==> config.mk <==
export PLATFORM = sky130hd
export DESIGN_NAME = pipeline_stall_ctrl_flat
export DESIGN_NICKNAME = d
export VERILOG_FILES = /design/src/rtl/pipeline_stall_ctrl_if.sv /design/src/rtl/pipeline_stall_ctrl.sv /design/src/flat_wrapper.sv
export SDC_FILE = /design/constraint.sdc
export NUM_CORES = 1
export LEC_CHECK = 0
export CORE_MARGIN = 2
export CORE_UTILIZATION = 39
export DETAILED_ROUTE_END_ITERATION = 8
export PLACE_DENSITY_LB_ADDON = 0.05
export SYNTH_ARGS = -nofsm -noshare
export SYNTH_HDL_FRONTEND = slang
export SYNTH_SLANG_ARGS = --single-unit
==> constraint.sdc <==
create_clock -name clk -period 2.1 [get_ports clk]
set_input_delay 0.42 -clock clk [delete_from_list [all_inputs] [get_ports clk]]
set_output_delay 0.42 -clock clk [all_outputs]
set_load 0.1 [all_outputs]
==> src/rtl/pipeline_stall_ctrl_if.sv <==
// Hazard inputs and stage-control outputs for the pipeline stall/flush sequencer.
interface pipeline_stall_ctrl_if #(
    parameter int unsigned CNT_W = 32
);
    logic [4:0]       id_rs1;
    logic [4:0]       id_rs2;
    logic [4:0]       ex_rd;
    logic             ex_memRead;
    logic             ex_branch_taken;
    logic             mem_req;
    logic             dmem_ready;

    logic             pc_en;
    logic             if_id_en;
    logic             if_id_flush;
    logic             id_ex_en;
    logic             id_ex_flush;
    logic             ex_mem_en;
    logic             mem_wb_bubble;
    logic [CNT_W-1:0] stall_cycles;
    logic             mem_timeout;

    // Pipeline side: supplies hazard information, consumes stage controls.
    modport master (
        output id_rs1, id_rs2, ex_rd, ex_memRead, ex_branch_taken, mem_req, dmem_ready,
        input  pc_en, if_id_en, if_id_flush, id_ex_en, id_ex_flush, ex_mem_en,
               mem_wb_bubble, stall_cycles, mem_timeout
    );

    // Sequencer side.
    modport slave (
        input  id_rs1, id_rs2, ex_rd, ex_memRead, ex_branch_taken, mem_req, dmem_ready,
        output pc_en, if_id_en, if_id_flush, id_ex_en, id_ex_flush, ex_mem_en,
               mem_wb_bubble, stall_cycles, mem_timeout
    );
endinterface

==> src/rtl/pipeline_stall_ctrl.sv <==
// Stall/flush sequencer for the 5-stage pipeline: load-use bubbles, multi-cycle
// data-memory holds with timeout, and wrong-path squash on taken branches.
// Stage controls are Mealy-decoded in the same cycle; the perf counter and the
// timeout flag are registered.
module pipeline_stall_ctrl #(
    parameter int unsigned MEM_TIMEOUT = 64,
    parameter int unsigned TO_W        = 7,
    parameter int unsigned CNT_W       = 32
) (
    input  logic                  clk,
    input  logic                  reset,
    pipeline_stall_ctrl_if.slave  bus
);
    typedef enum logic [1:0] {
        ST_RUN      = 2'd0,
        ST_MEM_WAIT = 2'd1,
        ST_TIMEOUT  = 2'd2
    } state_t;

    localparam logic [TO_W-1:0]  WAIT_LAST = TO_W'(MEM_TIMEOUT - 1);
    localparam logic [CNT_W-1:0] CNT_MAX   = {CNT_W{1'b1}};

    state_t           state_q, state_d;
    logic [TO_W-1:0]  wait_cnt_q, wait_cnt_d;
    logic [CNT_W-1:0] stall_q;
    logic             timeout_q;

    logic pc_en, if_id_en, if_id_flush, id_ex_en, id_ex_flush, ex_mem_en, mem_wb_bubble;
    logic load_use, issue_decode;

    // Load-use hazard: x0 is never a real dependency.
    assign load_use = bus.ex_memRead && (bus.ex_rd != 5'd0) &&
                      ((bus.ex_rd == bus.id_rs1) || (bus.ex_rd == bus.id_rs2));

    // Next-state and stage-control decode.
    always_comb begin
        state_d       = state_q;
        wait_cnt_d    = wait_cnt_q;
        pc_en         = 1'b1;
        if_id_en      = 1'b1;
        if_id_flush   = 1'b0;
        id_ex_en      = 1'b1;
        id_ex_flush   = 1'b0;
        ex_mem_en     = 1'b1;
        mem_wb_bubble = 1'b0;
        issue_decode  = 1'b0;

        if (reset) begin
            pc_en         = 1'b0;
            if_id_en      = 1'b0;
            if_id_flush   = 1'b1;
            id_ex_en      = 1'b0;
            id_ex_flush   = 1'b1;
            ex_mem_en     = 1'b0;
            mem_wb_bubble = 1'b1;
            state_d       = ST_RUN;
            wait_cnt_d    = '0;
        end else begin
            unique case (state_q)
                ST_RUN: begin
                    if (bus.mem_req && !bus.dmem_ready) begin
                        pc_en         = 1'b0;
                        if_id_en      = 1'b0;
                        id_ex_en      = 1'b0;
                        ex_mem_en     = 1'b0;
                        mem_wb_bubble = 1'b1;
                        state_d       = ST_MEM_WAIT;
                        wait_cnt_d    = TO_W'(1);
                    end else begin
                        issue_decode = 1'b1;
                    end
                end
                ST_MEM_WAIT: begin
                    if (!bus.dmem_ready) begin
                        pc_en         = 1'b0;
                        if_id_en      = 1'b0;
                        id_ex_en      = 1'b0;
                        ex_mem_en     = 1'b0;
                        mem_wb_bubble = 1'b1;
                        if (wait_cnt_q == WAIT_LAST) begin
                            state_d = ST_TIMEOUT;
                        end else begin
                            wait_cnt_d = wait_cnt_q + TO_W'(1);
                        end
                    end else begin
                        // Access completes: MEM advances and held EX hazards apply now.
                        issue_decode = 1'b1;
                        state_d      = ST_RUN;
                        wait_cnt_d   = '0;
                    end
                end
                ST_TIMEOUT: begin
                    pc_en         = 1'b0;
                    if_id_en      = 1'b0;
                    id_ex_en      = 1'b0;
                    ex_mem_en     = 1'b0;
                    mem_wb_bubble = 1'b1;
                end
                default: begin
                    state_d    = ST_RUN;
                    wait_cnt_d = '0;
                end
            endcase

            // Branch squash outranks the load-use bubble: the consumer is wrong-path anyway.
            if (issue_decode) begin
                if (bus.ex_branch_taken) begin
                    if_id_flush = 1'b1;
                    id_ex_flush = 1'b1;
                end else if (load_use) begin
                    pc_en       = 1'b0;
                    if_id_en    = 1'b0;
                    id_ex_flush = 1'b1;
                end
            end
        end
    end

    // State, wait counter, saturating stall counter and sticky timeout flag.
    always_ff @(posedge clk) begin
        if (reset) begin
            state_q    <= ST_RUN;
            wait_cnt_q <= '0;
            stall_q    <= '0;
            timeout_q  <= 1'b0;
        end else begin
            state_q    <= state_d;
            wait_cnt_q <= wait_cnt_d;
            if (!pc_en && (stall_q != CNT_MAX)) begin
                stall_q <= stall_q + CNT_W'(1);
            end
            if (state_d == ST_TIMEOUT) begin
                timeout_q <= 1'b1;
            end
        end
    end

    assign bus.pc_en         = pc_en;
    assign bus.if_id_en      = if_id_en;
    assign bus.if_id_flush   = if_id_flush;
    assign bus.id_ex_en      = id_ex_en;
    assign bus.id_ex_flush   = id_ex_flush;
    assign bus.ex_mem_en     = ex_mem_en;
    assign bus.mem_wb_bubble = mem_wb_bubble;
    assign bus.stall_cycles  = stall_q;
    assign bus.mem_timeout   = timeout_q;
endmodule
==> src/flat_wrapper.sv <==
// flat-port wrapper written by rule: the top's interface ports become plain ports
module pipeline_stall_ctrl_flat 
#(
    parameter int unsigned MEM_TIMEOUT = 64,
    parameter int unsigned TO_W        = 7,
    parameter int unsigned CNT_W       = 32
)
  (clk, reset, bus_id_rs1, bus_id_rs2, bus_ex_rd, bus_ex_memRead, bus_ex_branch_taken, bus_mem_req, bus_dmem_ready, bus_pc_en, bus_if_id_en, bus_if_id_flush, bus_id_ex_en, bus_id_ex_flush, bus_ex_mem_en, bus_mem_wb_bubble, bus_stall_cycles, bus_mem_timeout);
  pipeline_stall_ctrl_if #(.CNT_W(CNT_W)) bus_i ();
  input  logic clk;
  input  logic reset;
  input wire logic [$bits(bus_i.id_rs1)-1:0] bus_id_rs1;
  input wire logic [$bits(bus_i.id_rs2)-1:0] bus_id_rs2;
  input wire logic [$bits(bus_i.ex_rd)-1:0] bus_ex_rd;
  input wire logic [$bits(bus_i.ex_memRead)-1:0] bus_ex_memRead;
  input wire logic [$bits(bus_i.ex_branch_taken)-1:0] bus_ex_branch_taken;
  input wire logic [$bits(bus_i.mem_req)-1:0] bus_mem_req;
  input wire logic [$bits(bus_i.dmem_ready)-1:0] bus_dmem_ready;
  output wire logic [$bits(bus_i.pc_en)-1:0] bus_pc_en;
  output wire logic [$bits(bus_i.if_id_en)-1:0] bus_if_id_en;
  output wire logic [$bits(bus_i.if_id_flush)-1:0] bus_if_id_flush;
  output wire logic [$bits(bus_i.id_ex_en)-1:0] bus_id_ex_en;
  output wire logic [$bits(bus_i.id_ex_flush)-1:0] bus_id_ex_flush;
  output wire logic [$bits(bus_i.ex_mem_en)-1:0] bus_ex_mem_en;
  output wire logic [$bits(bus_i.mem_wb_bubble)-1:0] bus_mem_wb_bubble;
  output wire logic [$bits(bus_i.stall_cycles)-1:0] bus_stall_cycles;
  output wire logic [$bits(bus_i.mem_timeout)-1:0] bus_mem_timeout;
  assign bus_i.id_rs1 = bus_id_rs1;
  assign bus_i.id_rs2 = bus_id_rs2;
  assign bus_i.ex_rd = bus_ex_rd;
  assign bus_i.ex_memRead = bus_ex_memRead;
  assign bus_i.ex_branch_taken = bus_ex_branch_taken;
  assign bus_i.mem_req = bus_mem_req;
  assign bus_i.dmem_ready = bus_dmem_ready;
  assign bus_pc_en = bus_i.pc_en;
  assign bus_if_id_en = bus_i.if_id_en;
  assign bus_if_id_flush = bus_i.if_id_flush;
  assign bus_id_ex_en = bus_i.id_ex_en;
  assign bus_id_ex_flush = bus_i.id_ex_flush;
  assign bus_ex_mem_en = bus_i.ex_mem_en;
  assign bus_mem_wb_bubble = bus_i.mem_wb_bubble;
  assign bus_stall_cycles = bus_i.stall_cycles;
  assign bus_mem_timeout = bus_i.mem_timeout;
  pipeline_stall_ctrl #(.MEM_TIMEOUT(MEM_TIMEOUT), .TO_W(TO_W), .CNT_W(CNT_W)) u_core (.clk(clk), .reset(reset), .bus(bus_i));
endmodule
==> impl_metrics.csv <==
group,metric,value,unit
setup_path,worst-path-max-fanout,6,
clock_network,cts-root-to-sink-buffers,2,
finish,final_cell_mix,"buf_4 (81), dfxtp_1 (29), nor2_1 (24), a21oi_1 (19), buf_6 (16)",
routing,drt_first_iter_violations,123,
die,io-pin-count,61,
place,globalplace.congestion,0.786,
timing,endpoints_failing_hold,0,
global_routing,globalRoute.totalOverflow,0,
yosys,post_synth_edffs,0,
setup_path,timing.critical_path.to_type,"flop",
finish,drive_gt1_frac,0.490,
die,row_count,28,
timing,worst_slew_margin_rel,0.674,
timing,number_of_setup_violations_in_the_final_report,32,
yosys,synth.net_count,306,
outcome,violated_checks,"setup timing",
yosys,post_synth_main_area_contributors,"dfxtp_1 (36%), a21oi_1 (5.8%), or4_1 (5.8%)",
global_routing,grt.met3_usage,0.0333,
routing,drt-pass1-iter-count,4,
setup_path,r2r_cell_count,7,
yosys,netlist.top_cell.by_area,"dfxtp_1",
setup_path,startpoint_kind_of_the_worst_setup_timing_path,"flop",
flow_run,max_cap_violations,0,
place,place_hpwl,4.59,mm
routing,detailroute.via_count,2621,
timing,grt_setup_unrepaired,"true",
finish,areaGrowthSynthToFinish,69.2,%
yosys,ys.warnings.count,0,
global_routing,grt-busiest-layer,"met2",
finish,nFillCells,460,
global_routing,first_pass_grt_wire_length,11.2,mm
finish,n_antenna_cell,0,
global_routing,globalRouteMet2Util,0.363,
setup_path,critPathRequiredTime,2.29,ns
finish,finish.cell_count_without_fillers,477,
power_and_ir_drop,power_leakage,1.54,nW
yosys,synthesis.area_per_instance,8.22,sq um
outcome,status,"finished with violations",
timing,finalCritPeriodShare,1.09,
yosys,synth.ff_latch_count,42,
global_routing,gr-usage-all-layers,0.215,
clock_network,cts.clk_slew.worst_paths,0.08,ns
clock_network,post_cts_hold_buffer_count,0,
timing,min_period,2.29,ns
clock_network,number_of_buffers_added_by_the_clock_tree_synthesis_step,5,
yosys,syn_area,2330,sq um
place,placement.io_buffers,60,
finish,final_nets,424,
routing,wl_per_cell,14.7,um
yosys,ys_seq_area_frac,0.361,
die,die_height,81.3,um
clock_network,worst_skew_pair_latency,0.30,ns
routing,ant_nets,0,
yosys,post-synth-top-area-fraction,0.361,
routing,drt-vias-per-instance,5.49,
timing,postLayoutSetupSlackWorst,-0.186,ns
clock_network,tritoncts_clock_tree,"done",
setup_path,cp.arrival,2.48,ns
die,core_area,5850,sq um
clock_network,cts-root-buf,"clkbuf_8",
setup_path,path_class,"reg2reg",
finish,finish.utilization,0.673,
yosys,synth_cell_type_count,44,
die,effective_utilization_at_floorplan,0.398,
yosys,synth_flop_cell,"dfxtp_1",
global_routing,grt_pass1_vias,2398,
power_and_ir_drop,peakVddDrop,0.483,mV
timing,fmaxAchievable,437,MHz
die,die_width,81.3,um
global_routing,antenna_found_initial,0,
hold_path,worstHoldPathType,"reg2reg",
power_and_ir_drop,power-per-cell-area,482,nW/um^2
timing,worst_pin_slew,0.489,ns
routing,route.detailed.drc,0,
yosys,synthArstFlopShare,0,
place,post-place-cells,449,
hold_path,worstHoldPathCells,1,
die,die-area,6600,sq um
yosys,synth_cells,283,
clock_network,clkSinkCount,42,
timing,maxSlewViolCount,0,
clock_network,cts.htree.levels,2,
finish,final_common_cell,"buf_4",
global_routing,largest_net_degree_at_the_start_of_global_routing,41,
global_routing,grt.met1_usage,0.282,
timing,timing.clock.skew,0.00386,ns
routing,sum_of_routed_wire_length_over_all_layers,7.00,mm
## flip-flops by register name, indices dropped and copies added (netlist names)
register                 flops
u_core.state_q               2
u_core.wait_cnt_q            7
u_core.bus.stall_cycles     32
u_core.bus.mem_timeout       1
## report_power, final
| group | internal (mW) | switching (mW) |
|---|---|---|
| Clock | 0.265 | 0.298 |
| Combinational | 0.232 | 0.285 |
| Sequential | 0.807 | 0.0131 |
## critical path, cell delays in order, from the launching register on
cell,delay (ns)
dfxtp_2,0.33
o21ba_4,0.19
or4b_4,0.50
o21ai_4,0.17
o221ai_4,0.20
buf_12,0.20
nor4_4,0.27
mux2_4,0.32
## final cells by class
cell class	count	area (sq um)	area share
Inverter	6	30.0	0.00762
Tap cell	75	93.8	0.0238
Multi-Input combinational cell	219	1700	0.431
Clock buffer	6	82.6	0.0210
Clock inverter	2	12.5	0.00318
Timing Repair Buffer	127	1160	0.295
Sequential cell	42	860	0.218
## cells in the mapped netlist (all sizes together), types with 2 or more instances
cell type	count
xor2	5
a21oi	27
clkbuf	10
o31ai	17
nor2	25
o21ai	9
nor4	5
mux2i	2
nand2	16
nand3	19
mux2	5
dfxtp	42
and4	2
nor2b	8
ha	2
or3	8
nor3	6
inv	6
and3	5
o31a	2
o21a	2
xnor2	10
buf	7
or4	19
nand4	11
## path summary, 6_finish.rpt
path	from	to	slack, ns
setup / recovery	u_core.state_q[0]	u_core.bus.stall_cycles[9]	-0.19
hold / removal	u_core.bus.mem_timeout	u_core.bus.mem_timeout	0.46
setup reg to reg	u_core.state_q[0]	u_core.bus.stall_cycles[9]	-0.19
hold reg to reg	u_core.bus.mem_timeout	u_core.bus.mem_timeout	0.46
## repair_timing
item / in CTS / in global routing
pin swaps: 55 / 26
endpoints found under the setup margin: 38 / 37
setup buffers: 10 / 6
gates cloned: 4 / 0
resized for setup: 74 / 59
## stage by stage
stage	instance area [sq um]	hold WS (ns)	power, mW	worst slack (ns)	TNS, ns
after global routing	3940	0.507	1.97	-0.259	-6.65
after CTS	3770	0.473	1.88	-0.281	-6.50
after global placement	3360	0.446	1.24	-0.727	-21.22
final	3940	0.464	1.90	-0.186	-4.11
after floorplan	2390	0.471	1.08	-0.865	-23.28
after detailed placement	3360	0.452	1.25	-0.792	-22.41
## routing by layer
layer	share of wire	vias to the layer above
met2	0.48	58
met1	0.47	1253
li1	-	1301
met3	0.042	9
met5	0	-
met4	0.015	0
## logic make-up (layout without fill, tap and decap cells)
| kind of cell | after synthesis | in the layout | synth area share |
|---|---|---|---|
| AO/OA/AOI/OAI | 65 | 66 | 0.179 |
| XOR/XNOR | 15 | 15 | 0.0564 |
| adder cells (fa/ha/maj) | 2 | 2 | 0.0108 |
| buffers and inverters | 23 | 141 | 0.0505 |
| flip-flops | 42 | 42 | 0.361 |
| multiplexers | 7 | 7 | 0.0328 |
| AND/OR/NAND/NOR | 129 | 129 | 0.309 |
Power figures use the tool's default switching activity.
